**src/rtl/kd_pkg.sv**
```systemverilog
// Shared kd-tree types and size helpers for the nearest-neighbour datapath.
// Latency: n/a (declarations only).
// Backpressure: n/a.
package kd_pkg;

    // Tracker FSM states
    typedef enum logic [1:0] {
        ST_IDLE  = 2'd0,
        ST_TRACK = 2'd1,
        ST_DONE  = 2'd2
    } state_e;

    // Bits needed for a single coordinate
    function automatic int calc_dim_size(input int data_range);
        return $clog2(data_range);
    endfunction

    // Bits needed for a full Manhattan distance over all axes
    function automatic int calc_dist_size(input int dim, input int data_range);
        return $clog2(data_range * dim);
    endfunction

    // Bits needed for a packed center (all coordinates)
    function automatic int calc_center_size(input int dim, input int data_range);
        return dim * calc_dim_size(data_range);
    endfunction

    // "No best yet" distance: all ones at the given width (w in 1..32)
    function automatic logic [31:0] best_dist_rst(input int w);
        return 32'hFFFF_FFFF >> (32 - w);
    endfunction

endpackage

```
**src/rtl/dist_min_cmp.sv**
```systemverilog
// Distance compare: strict less-than, running minimum and prune flag.
// Latency: combinational.
// Backpressure: none, pure function of its inputs.
module dist_min_cmp #(
    parameter int dist_w   = 10,
    parameter int single_w = 8
) (
    input  logic [dist_w-1:0]   best_dist,
    input  logic [dist_w-1:0]   cand_dist,
    input  logic [single_w-1:0] single_dist,
    output logic                lt,
    output logic [dist_w-1:0]   min_dist,
    output logic                prune
);

    logic [dist_w-1:0] single_ext;

    // Strict compare keeps the earlier candidate on ties; prune tests the plane
    // distance against the best including this candidate.
    always_comb begin
        single_ext = dist_w'(single_dist);
        lt         = cand_dist < best_dist;
        min_dist   = lt ? cand_dist : best_dist;
        prune      = single_ext >= min_dist;
    end

endmodule

```
**src/rtl/nn_best_tracker.sv**
```systemverilog
// Tracks the nearest center per query and issues per-node prune decisions.
// Latency: prune and best_* one cycle after accept; done one cycle after last accept.
// Backpressure: in_ready only in TRACK and not during start; one candidate per cycle.
module nn_best_tracker
    import kd_pkg::*;
#(
    parameter int dim        = 3,
    parameter int data_range = 255,
    parameter int visit_w    = 8
) (
    input  logic                                                clk,
    input  logic                                                rst,
    input  logic                                                start,
    input  logic                                                in_valid,
    output logic                                                in_ready,
    input  logic [calc_center_size(dim, data_range)-1:0]        in_center,
    input  logic [calc_dist_size(dim, data_range)-1:0]          in_dist,
    input  logic [calc_dim_size(data_range)-1:0]                in_single_dist,
    input  logic                                                in_last,
    output logic                                                prune_valid,
    output logic                                                prune,
    output logic [calc_center_size(dim, data_range)-1:0]        best_center,
    output logic [calc_dist_size(dim, data_range)-1:0]          best_dist,
    output logic [visit_w-1:0]                                  visit_count,
    output logic                                                busy,
    output logic                                                done
);

    localparam int dim_size    = calc_dim_size(data_range);
    localparam int dist_size   = calc_dist_size(dim, data_range);
    localparam int center_size = calc_center_size(dim, data_range);
    localparam logic [dist_size-1:0] BEST_RST = dist_size'(best_dist_rst(dist_size));

    state_e                 state_q, state_d;
    logic [dist_size-1:0]   best_dist_q, best_dist_d;
    logic [center_size-1:0] best_center_q, best_center_d;
    logic [visit_w-1:0]     visit_count_q, visit_count_d;
    logic                   prune_q, prune_d;
    logic                   prune_valid_q, prune_valid_d;

    logic                   accept;
    logic                   cand_lt;
    logic [dist_size-1:0]   cand_min;
    logic                   cand_prune;

    dist_min_cmp #(
        .dist_w   (dist_size),
        .single_w (dim_size)
    ) u_cmp (
        .best_dist   (best_dist_q),
        .cand_dist   (in_dist),
        .single_dist (in_single_dist),
        .lt          (cand_lt),
        .min_dist    (cand_min),
        .prune       (cand_prune)
    );

    // Handshake: start in TRACK takes priority over any candidate that cycle
    always_comb begin
        in_ready = (state_q == ST_TRACK) && !start;
        accept   = in_valid && in_ready;
    end

    // Next-state: query control, best update, saturating count, prune decision
    always_comb begin
        state_d       = state_q;
        best_dist_d   = best_dist_q;
        best_center_d = best_center_q;
        visit_count_d = visit_count_q;
        prune_d       = prune_q;
        prune_valid_d = 1'b0;
        case (state_q)
            ST_IDLE: begin
                if (start) begin
                    state_d       = ST_TRACK;
                    best_dist_d   = BEST_RST;
                    best_center_d = '0;
                    visit_count_d = '0;
                end
            end
            ST_TRACK: begin
                if (start) begin
                    best_dist_d   = BEST_RST;
                    best_center_d = '0;
                    visit_count_d = '0;
                end else if (accept) begin
                    best_dist_d   = cand_min;
                    if (cand_lt) begin
                        best_center_d = in_center;
                    end
                    if (visit_count_q != '1) begin
                        visit_count_d = visit_count_q + 1'b1;
                    end
                    prune_d       = cand_prune;
                    prune_valid_d = 1'b1;
                    if (in_last) begin
                        state_d = ST_DONE;
                    end
                end
            end
            ST_DONE: begin
                state_d = ST_IDLE;
            end
            default: begin
                state_d = ST_IDLE;
            end
        endcase
    end

    // State registers; reset aborts any query in flight
    always_ff @(posedge clk or negedge rst) begin
        if (!rst) begin
            state_q       <= ST_IDLE;
            best_dist_q   <= BEST_RST;
            best_center_q <= '0;
            visit_count_q <= '0;
            prune_q       <= 1'b0;
            prune_valid_q <= 1'b0;
        end else begin
            state_q       <= state_d;
            best_dist_q   <= best_dist_d;
            best_center_q <= best_center_d;
            visit_count_q <= visit_count_d;
            prune_q       <= prune_d;
            prune_valid_q <= prune_valid_d;
        end
    end

    assign best_dist   = best_dist_q;
    assign best_center = best_center_q;
    assign visit_count = visit_count_q;
    assign prune       = prune_q;
    assign prune_valid = prune_valid_q;
    assign busy        = (state_q != ST_IDLE);
    assign done        = (state_q == ST_DONE);

endmodule

```
**config.mk**
```make
export PLATFORM = sky130hd
export DESIGN_NAME = nn_best_tracker
export DESIGN_NICKNAME = d
export VERILOG_FILES = /design/src/rtl/kd_pkg.sv /design/src/rtl/dist_min_cmp.sv /design/src/rtl/nn_best_tracker.sv
export SDC_FILE = /design/constraint.sdc
export NUM_CORES = 1
export LEC_CHECK = 0
export ABC_CLOCK_PERIOD_IN_PS = 3800
export BUFFER_PORTS_ARGS = -buffer_cell sky130_fd_sc_hd__buf_2
export CAP_MARGIN = 20
export CORE_ASPECT_RATIO = 0.8
export CORE_UTILIZATION = 51
export DETAILED_ROUTE_END_ITERATION = 6
export GPL_TIMING_DRIVEN = 0
export PLACE_DENSITY = 0.83
export SETUP_SLACK_MARGIN = 0.3
export SYNTH_ARGS = -nofsm -noshare
export SYNTH_HDL_FRONTEND = slang
export SYNTH_SLANG_ARGS = --single-unit
```
**constraint.sdc**
```tcl
create_clock -name clk -period 3.8 [get_ports clk]
set_clock_uncertainty 0.05 [all_clocks]
set_input_delay 0.76 -clock clk [delete_from_list [all_inputs] [get_ports clk]]
set_output_delay 0.76 -clock clk [all_outputs]
set_load 0.03 [all_outputs]
```
==> Word level (Yosys, flattened, before mapping) <==
Cells that the tools add are included.
{ "totals": {"reg_bits": 46, "input_bits": 47, "out_inout_bits": 47} }
{ "op_classes": {"addsub": 1, "n_lt_le_gt_ge": 2, "eq_ne": 10, "n_mux": 23, "bitwise_logic": 1, "reduce_logical": 11} }
{ "ops": {"columns": ["op", "count"], "rows": [
  ["2-to-1 mux 24 bit", 4],
  ["one-hot mux 24 bit (2 select lines)", 1],
  ["2-to-1 mux 10 bit", 4],
  ["2-to-1 mux 8 bit", 4],
  ["one-hot mux 10 bit (2 select lines)", 1],
  ["one-hot mux 8 bit (2 select lines)", 1],
  ["AND reduction 4 bit", 3],
  [">= comparator 8 x 10 -> 1 bit", 1],
  ["less-than comparator 10 bit", 1],
  ["adder 8 x 1 -> 8 bit (second input constant)", 1],
  ["2-to-1 mux 2 bit", 4],
  ["inequality test 2 bit (second input constant)", 4],
  ["inequality test 8 bit (second input constant)", 1],
  ["inequality test 3 bit (second input constant)", 2],
  ["AND reduction 3 bit", 2],
  ["one-hot mux 2 bit (2 select lines)", 1],
  ["nonzero test 2 bit", 2],
  ["2-to-1 mux 1 bit", 3],
  ["inequality test 3 x 2 -> 1 bit (second input constant)", 1],
  ["== test 2 x 1 -> 1 bit (second input constant)", 1],
  ["== test 2 bit (second input constant)", 1],
  ["logical AND 1 bit", 2],
  ["logical NOT 2 bit", 1],
  ["logical NOT 1 bit", 1],
  ["inverter 1 bit", 1]
]} }

==> Longest topological paths before layout <==
Gate-level depths: netlist (run 1).
{ "logic_depth": {"word_depth": 6, "mapped_depth": 14, "depth_no_buf": 13} }

==> By module <==
Synthesis (run 1) repeated with hierarchy kept, for this count alone.
{ "unflattened": {"cells_unflattened": 280, "area_unflattened_um2": 2650.0} }
{ "by_module_without_submodules": {"columns": ["module", "n_inst", "cells_each", "area_each_um2", "seq_area_each_um2"], "rows": [
  ["nn_best_tracker", 1, 193, 1961.9, 1163.6],
  ["dist_min_cmp", 1, 87, 688.2, 0.0]
]} }

==> Least setup slack after synthesis (run 1) <==
Ideal clock, no wire load.
{ "synth_path": {"path_type": "input port to flip-flop", "start": "input port in_dist[7]", "end": "register prune_q (netlist: prune)", "arrival_ns": 3.246, "t_required_ns": 3.612, "path_slack_ns": 0.366, "stages": 12, "path_buffers": 0, "cell_sequence": "ha_1 > a211oi_2 > nor2_1 > or3_4 > nor2_1 > a21oi_1 > ha_1 > a21o_1 > a2111oi_0 > o21ai_0 > o211ai_1 > o211ai_1"} }
{ "synth_via": {"elab_chain_cells": 3} }
{ "synth_lines": {"columns": ["element", "line_no", "source"], "rows": [
  ["from (decl)", "nn_best_tracker.sv:17", "input logic [calc_dist_size(dim, data_range)-1:0] in_dist,"],
  ["less-than comparator 10 bit", "dist_min_cmp.sv:22", "lt = cand_dist < best_dist;"],
  ["2-to-1 mux 10 bit (*)", "dist_min_cmp.sv:23", "min_dist = lt ? cand_dist : best_dist;"],
  [">= comparator 8 x 10 -> 1 bit (*)", "dist_min_cmp.sv:24", "prune = single_ext >= min_dist;"],
  ["to (signal assigned)", "nn_best_tracker.sv:124", "prune_q <= prune_d;"],
  ["to (decl)", "nn_best_tracker.sv:38", "logic prune_q, prune_d;"]
]} }
Mark *: on every way between the ends. The rest lies on a longest branch, timed or not.
A chain may end at the register's enable or synchronous reset.

==> Worst setup path after layout (run 1) <==
{ "layout_path": {"start": "register best_dist_q[4] (netlist: best_dist[4])", "end": "register prune_q (netlist: prune)"} }
{ "layout_via": {"elab_chain_cells": 3} }
{ "layout_lines": {"columns": ["element", "line_no", "source"], "rows": [
  ["from (decl)", "nn_best_tracker.sv:35", "logic [dist_size-1:0] best_dist_q, best_dist_d;"],
  ["from (signal assigned)", "nn_best_tracker.sv:121", "best_dist_q <= best_dist_d;"],
  ["less-than comparator 10 bit", "dist_min_cmp.sv:22", null],
  ["2-to-1 mux 10 bit (*)", "dist_min_cmp.sv:23", null],
  [">= comparator 8 x 10 -> 1 bit (*)", "dist_min_cmp.sv:24", null]
]} }
Marks and branches as above.

==> results of run 1 <==
## stage by stage
stage / setup slack, ns / utilization / TNS, ns / area (sq um)
2_1_floorplan: 0.366 / - / 0 / 2770
3_3_place_gp: -0.103 / 0.646 / -0.103 / 3310
3_5_place_dp: -0.230 / 0.646 / -0.230 / 3310
4_1_cts: 0.313 / 0.667 / 0 / 3420
5_1_grt: 0.301 / 0.690 / 0 / 3530
6_report: 0.473 / 0.690 / 0 / 3530
## synthesized netlist by cell type
cell type	count	area [sq um]
buf_6	3	33.8
o21ai_2	1	8.76
a311oi_1	10	87.6
a211oi_2	3	37.5
ha_1	18	225
a21oi_1	41	205
nand4_1	3	18.8
o22a_1	1	8.76
xor2_1	1	8.76
o21a_1	1	7.51
inv_1	13	48.8
nor3_1	2	10.0
or2_2	2	12.5
nand2_1	32	120
dfrtp_1	36	901
or3b_4	1	11.3
nand2_4	1	11.3
clkbuf_1	8	30.0
a21o_1	2	15.0
a41oi_1	1	8.76
inv_2	2	7.51
buf_2	5	25.0
dfstp_2	10	263
or3_4	1	11.3
a31oi_1	3	18.8
a211o_1	1	8.76
nor4_1	10	62.6
nand3_1	8	40.0
nand2b_1	2	12.5
o211ai_1	2	15.0
a221o_1	15	150
buf_1	2	7.51
nor3_4	1	16.3
o21ai_0	11	55.1
a2111oi_0	1	8.76
nor2_1	20	75.1
a221o_2	9	101
and2_1	1	6.26
xnor2_1	1	8.76
nor2b_1	2	12.5
and3_1	4	25.0
nor3_2	1	10.0
o31ai_1	1	7.51
buf_4	1	7.51
## registers in the layout, summed over array words and instances (netlist names)
name	flops
best_center	24
best_dist	10
prune	1
prune_valid	1
state_q	2
visit_count	8
## how the worst max path moves through the flow
stage	to	cells after the start
finish	prune$_DFFE_PN0P_	13
global route	prune$_DFFE_PN0P_	13
CTS	prune$_DFFE_PN0P_	14
detailed placement	prune$_DFFE_PN0P_	14
global placement	prune$_DFFE_PN0P_	14
floorplan	prune$_DFFE_PN0P_	12
## what timing repair did
action	CTS	global route
setup buffers	0	9
pin swaps	0	10
gates cloned	0	0
endpoints found under the setup margin	1	1
resized for setup	5	9
## power breakdown
group / total [mW] / switching (mW) / internal [mW]
clock: 0.314 / 0.167 / 0.147
sequential: 0.567 / 0.0312 / 0.535
combinational: 0.408 / 0.257 / 0.151
## critical path, stage by stage, from the launching register on
cell and delay (ns):
dfstp_2 0.55, inv_1 0.07, ha_1 0.31, a21oi_1 0.21, a211oi_2 0.13, or3_4 0.44
nor2_4 0.15, buf_4 0.16, a21oi_1 0.07, ha_1 0.32, a2111oi_2 0.35, o21ai_1 0.15
o211ai_1 0.12, o211ai_1 0.11
## routing by layer
layer	track usage	up-vias
met5	0	-
li1	-	1333
met3	0.0519	15
met2	0.403	145
met4	0.108	0
met1	0.354	1294
## kinds of logic (layout without fill, tap and decap cells)
kind of cell,after synthesis,count (layout)
AO/OA/AOI/OAI,103,103
XOR/XNOR,2,2
flip-flops,46,46
AND/OR/NAND/NOR,91,91
buffers and inverters,34,145
adder cells (fa/ha/maj),18,18
## layout make-up
class / instances / share of cell area
Buffer: 19 / 0.0319
Clock buffer: 7 / 0.0244
Timing Repair Buffer: 103 / 0.157
Sequential cell: 46 / 0.329
Multi-Input combinational cell: 214 / 0.419
Tap cell: 62 / 0.0220
Inverter: 15 / 0.0159
Clock inverter: 1 / 0.00142
==> metrics.txt, run 1 <==
status finished with violations; failing checks design-rule violations; CTS Buf Count 5; Die H ~68 um; mux contribution to synthesized area 0; vias 2787; worst slew pin tran 0.550 ns; initial antenna violation count 0; DR WL met3 ~550 um; CP required about 3.9 ns; post-synthesis simple-gate area fraction 0.165; starting DRC count in detailed routing 177; initial core utilization 0.540; Post-Layout Cell Count 467; layout cells sized above 1 0.388; Cell Rows 23; DRC violations left 9; Area Overhead vs Synth 27.7%; post-synthesis sequential area ratio 0.421; total length of routed wires around 7400 um; chip width approximately 84 um; mapped cell area ~2800 sq um; Max H-tree Level 2; Max-cap violations 0; commonest non-fill, non-tap cell in the layout buf_2; Setup CP Type flop to flop; Post-Synth Adder-Cell Area 0.0814; # IOs 94; reg-to-reg slack, setup 0.47 ns; Slew HR 0.633; Multi-input gate area 1480 sq um; Worst Path Arrival roughly 3.5 ns; R2R Path End prune$_DFFE_PN0P_; # fillers between 400 and 500; Max Clock Freq roughly 300 MHz; Routed met2 length roughly 3300 um; flops & latches, synth 46; Core ar. 5120 sq um; clock-pin slew on the worst setup and hold paths approximately 0.09 ns; CP startpoint best_dist[4]$_DFFE_PN1P_; Yosys warning total 0; VDD IR max just over 0.2 mV; RSZ-0062 raised after global routing false; largest net degree at the start of global routing between 40 and 50; Placed Cells roughly 450; Critical Path Fanout Max 6; Routed Antenna Nets 0; commonest cells after routing, fill and taps aside buf_2, a21oi_1, dfrtp_1; post-route minimum period approximately 3.3 ns; top sig layer met4; GR Util All Layers 0.257; Syn Area/Cell about 9.4 sq um; Post-CTS Hold Buffers 0; crit path capture type flop; max-slew violation count 0; Cells after Synth approximately 300; drt pass-1 iters 7; overflow left after global routing 0; first-pass GRT wire length about 11000 um; post-DP HPWL 5200 um; I/O Buffers 93; leakage 1.76 nW; number of library cell types mapped by synthesis 44; hold_ws approximately 0.27 ns; # clock sinks 46; Setup-failing EPs final 0; CP startpoint kind flop; Synth Area in Compound Gates 0.269; area share of xor/xnor cells in the synthesized design 0.00633; nets around 470; reg-to-reg startpoint best_dist[4]$_DFFE_PN1P_; wire per inst roughly 16 um; final hold vios 0; later-pin clock latency in the skew report approximately 0.31 ns; crit share post-route 0.875; die area 5720 sq um; register area about 1200 sq um; routed length on met1 between 3000 and 4000 um; HP Class primary input to async pin; Antenna Cells 0; main combinational cell family by area after synthesis compound AO/OA/AOI/OAI gates; Max clock buf depth 2; number of global-route vias before repair 2462; RD Place Congestion between 0.8 and 0.9; vias per std cell 5.97; pwr/cell area around 360 nW/um^2; root buf cell clkbuf_8; post-synth net total approximately 360; PnR Total Power 1.29 mW; CTS tree done; worst reg-to-reg path cell count 13
Note: power is estimated with default switching activity, not from simulation.
==> run 2, diff against run 1 <==
--- a/config.mk
+++ b/config.mk
@@ -9,10 +9,11 @@
 export BUFFER_PORTS_ARGS = -buffer_cell sky130_fd_sc_hd__buf_2
 export CAP_MARGIN = 20
 export CORE_ASPECT_RATIO = 0.8
-export CORE_UTILIZATION = 51
+export CORE_UTILIZATION = 52
+export CTS_BUF_LIST = sky130_fd_sc_hd__clkbuf_4 sky130_fd_sc_hd__clkbuf_8
 export DETAILED_ROUTE_END_ITERATION = 6
 export GPL_TIMING_DRIVEN = 0
-export PLACE_DENSITY = 0.83
+export PLACE_DENSITY = 0.84
 export SETUP_SLACK_MARGIN = 0.3
 export SYNTH_ARGS = -nofsm -noshare
 export SYNTH_HDL_FRONTEND = slang
==> metrics.txt, run 2 (synthesis gave the netlist of run 1 again) <==
crit share post-route 0.892 (+0.0166); vias 2752 (-1.3%); setup ws final 0.410 ns (-0.0632 ns); RD Place Congestion 0.864 (-3.9%); # clock sinks 46 (unchanged); Max Clock Freq 295 MHz (-1.9%); worst slew pin tran 0.526 ns (-0.0239 ns); die area 5620 sq um (-1.9%); clock-pin slew on the worst setup and hold paths 0.09 ns (about the same); CP required 3.89 ns (-0.03 ns); final hold vios 0 (unchanged); RSZ-0062 raised after global routing false; starting DRC count in detailed routing 224 (+27%); Max-cap violations 0 (unchanged); Routed Antenna Nets 0 (unchanged); Cell Rows 23 (unchanged); max reg flops 24 (unchanged); Slew HR 0.649 (+0.0159); CTS tree done; Antenna Cells 0 (unchanged); initial antenna violation count 0 (unchanged); DRC violations left 0 (-9); Critical Path Fanout Max 4 (-2); HP Class primary input to async pin; CTS Buf Count 5 (unchanged); Place WS -0.197 ns (+0.0338 ns); first-pass GRT wire length 11300 um (-0.85%); GR Util All Layers 0.251 (-0.00582); PnR Total Power 1.32 mW (+2.8%); Max H-tree Level 2 (unchanged); initial core utilization 0.546 (+0.00614); commonest cells after routing, fill and taps aside buf_2, a21oi_1, dfrtp_1; vias per std cell 5.93 (-0.62%); Setup-failing EPs final 0 (unchanged); post-DP HPWL 5280 um (+1.6%); overflow left after global routing 0 (unchanged); crit path capture type flop; # IOs 94 (unchanged); Die H 67.2 um (-0.94%); total length of routed wires 7320 um (-0.89%); Setup CP Type flop to flop; number of global-route vias before repair 2361 (-4.1%); pwr/cell area 372 nW/um^2 (+2.1%); later-pin clock latency in the skew report 0.29 ns (-0.02 ns); Core ar. 5060 sq um (-1.1%); layout cells sized above 1 0.393 (+0.00538); largest net degree at the start of global routing 47 (unchanged); Worst Path Arrival 3.48 ns (+0.03 ns); Post-CTS Hold Buffers 0 (unchanged); leakage 1.76 nW (-0.19%); root buf cell clkbuf_8; I/O Buffers 93 (unchanged); status complete, no violations; nets 466 (-0.64%); Area Overhead vs Synth 28.6%; chip width 83.5 um (-0.95%); CP startpoint kind flop; wire per inst 15.8 um (-0.25%); Max clock buf depth 2 (unchanged); max-slew violation count 0 (unchanged); commonest non-fill, non-tap cell in the layout buf_2; VDD IR max 0.274 mV (+35%); drt pass-1 iters 5 (-2); post-route minimum period 3.39 ns (+0.0632 ns)
run 2: layer usage:
layer  track usage  up-vias  wire length (um)
met4        0.0572        0                46
li1              -     1320                 -
met3        0.0538        6               475
met1         0.358     1320              3450
met2         0.398      106              3340
met5             0        -                 0
run 2: critical path, cell delays in order (launching register included):
cell and delay (ns):
dfstp_2 0.56, inv_1 0.06, ha_1 0.28, nand4_1 0.22, a211oi_2 0.09, buf_4 0.14
or3_4 0.37, nor2_4 0.17, buf_4 0.15, a21oi_2 0.06, ha_1 0.33, a2111oi_2 0.36
o21ai_1 0.17, o211ai_1 0.12, o211ai_1 0.13
run 2: final timing paths:
check / start / to / slack [ns] / cells past startpoint
setup / recovery: best_dist[8]$_DFFE_PN1P_ / prune$_DFFE_PN0P_ / 0.41 / 14
hold reg to reg: best_dist[6]$_DFFE_PN1P_ / best_dist[6]$_DFFE_PN1P_ / 0.47 / 2
hold / removal: rst / best_center[19]$_DFFE_PN0P_ / 0.30 / 1
max in group asynchronous: rst / best_dist[1]$_DFFE_PN1P_ / 2.84 / 2
min in group clk: best_dist[6]$_DFFE_PN1P_ / best_dist[6]$_DFFE_PN1P_ / 0.47 / 2
setup reg to reg: best_dist[8]$_DFFE_PN1P_ / prune$_DFFE_PN0P_ / 0.41 / 14
run 2: area by class of cell:
type                    count  area (sq um)
plain buffers              19           109
fillers                   421          1510
multi-input cells         214          1510
flip-flops and latches     46          1160
inverters                  15          56.3
repair buffers            100           531
well taps                  62          77.6
clock buffers               8           110
run 2: per-stage QoR:
stage	std cells	setup TNS (ns)	cell area, sq um	hold WS [ns]	util
after floorplan	294	0	2770	0.414	-
after global placement	449	-0.131	3310	0.444	0.653
after detailed placement	449	-0.197	3310	0.455	0.653
after CTS	457	0	3440	0.468	0.678
after global routing	464	0	3560	0.318	0.702
final	464	0	3560	0.300	0.702
run 2: repair_timing:
action,in CTS,in global routing
endpoints found under the setup margin,1,1
gates resized for setup,6,11
cloned,0,0
setup buffers,0,6
endpoints found under the hold margin,0,0
pin swaps,3,8
run 2: report_power, final:
| part | leakage, nW | internal, mW | switching, mW | total (mW) |
|---|---|---|---|---|
| sequential | 0.591 | 0.536 | 0.0328 | 0.568 |
| clock | 0.0575 | 0.184 | 0.162 | 0.346 |
| combinational | 1.11 | 0.150 | 0.259 | 0.409 |
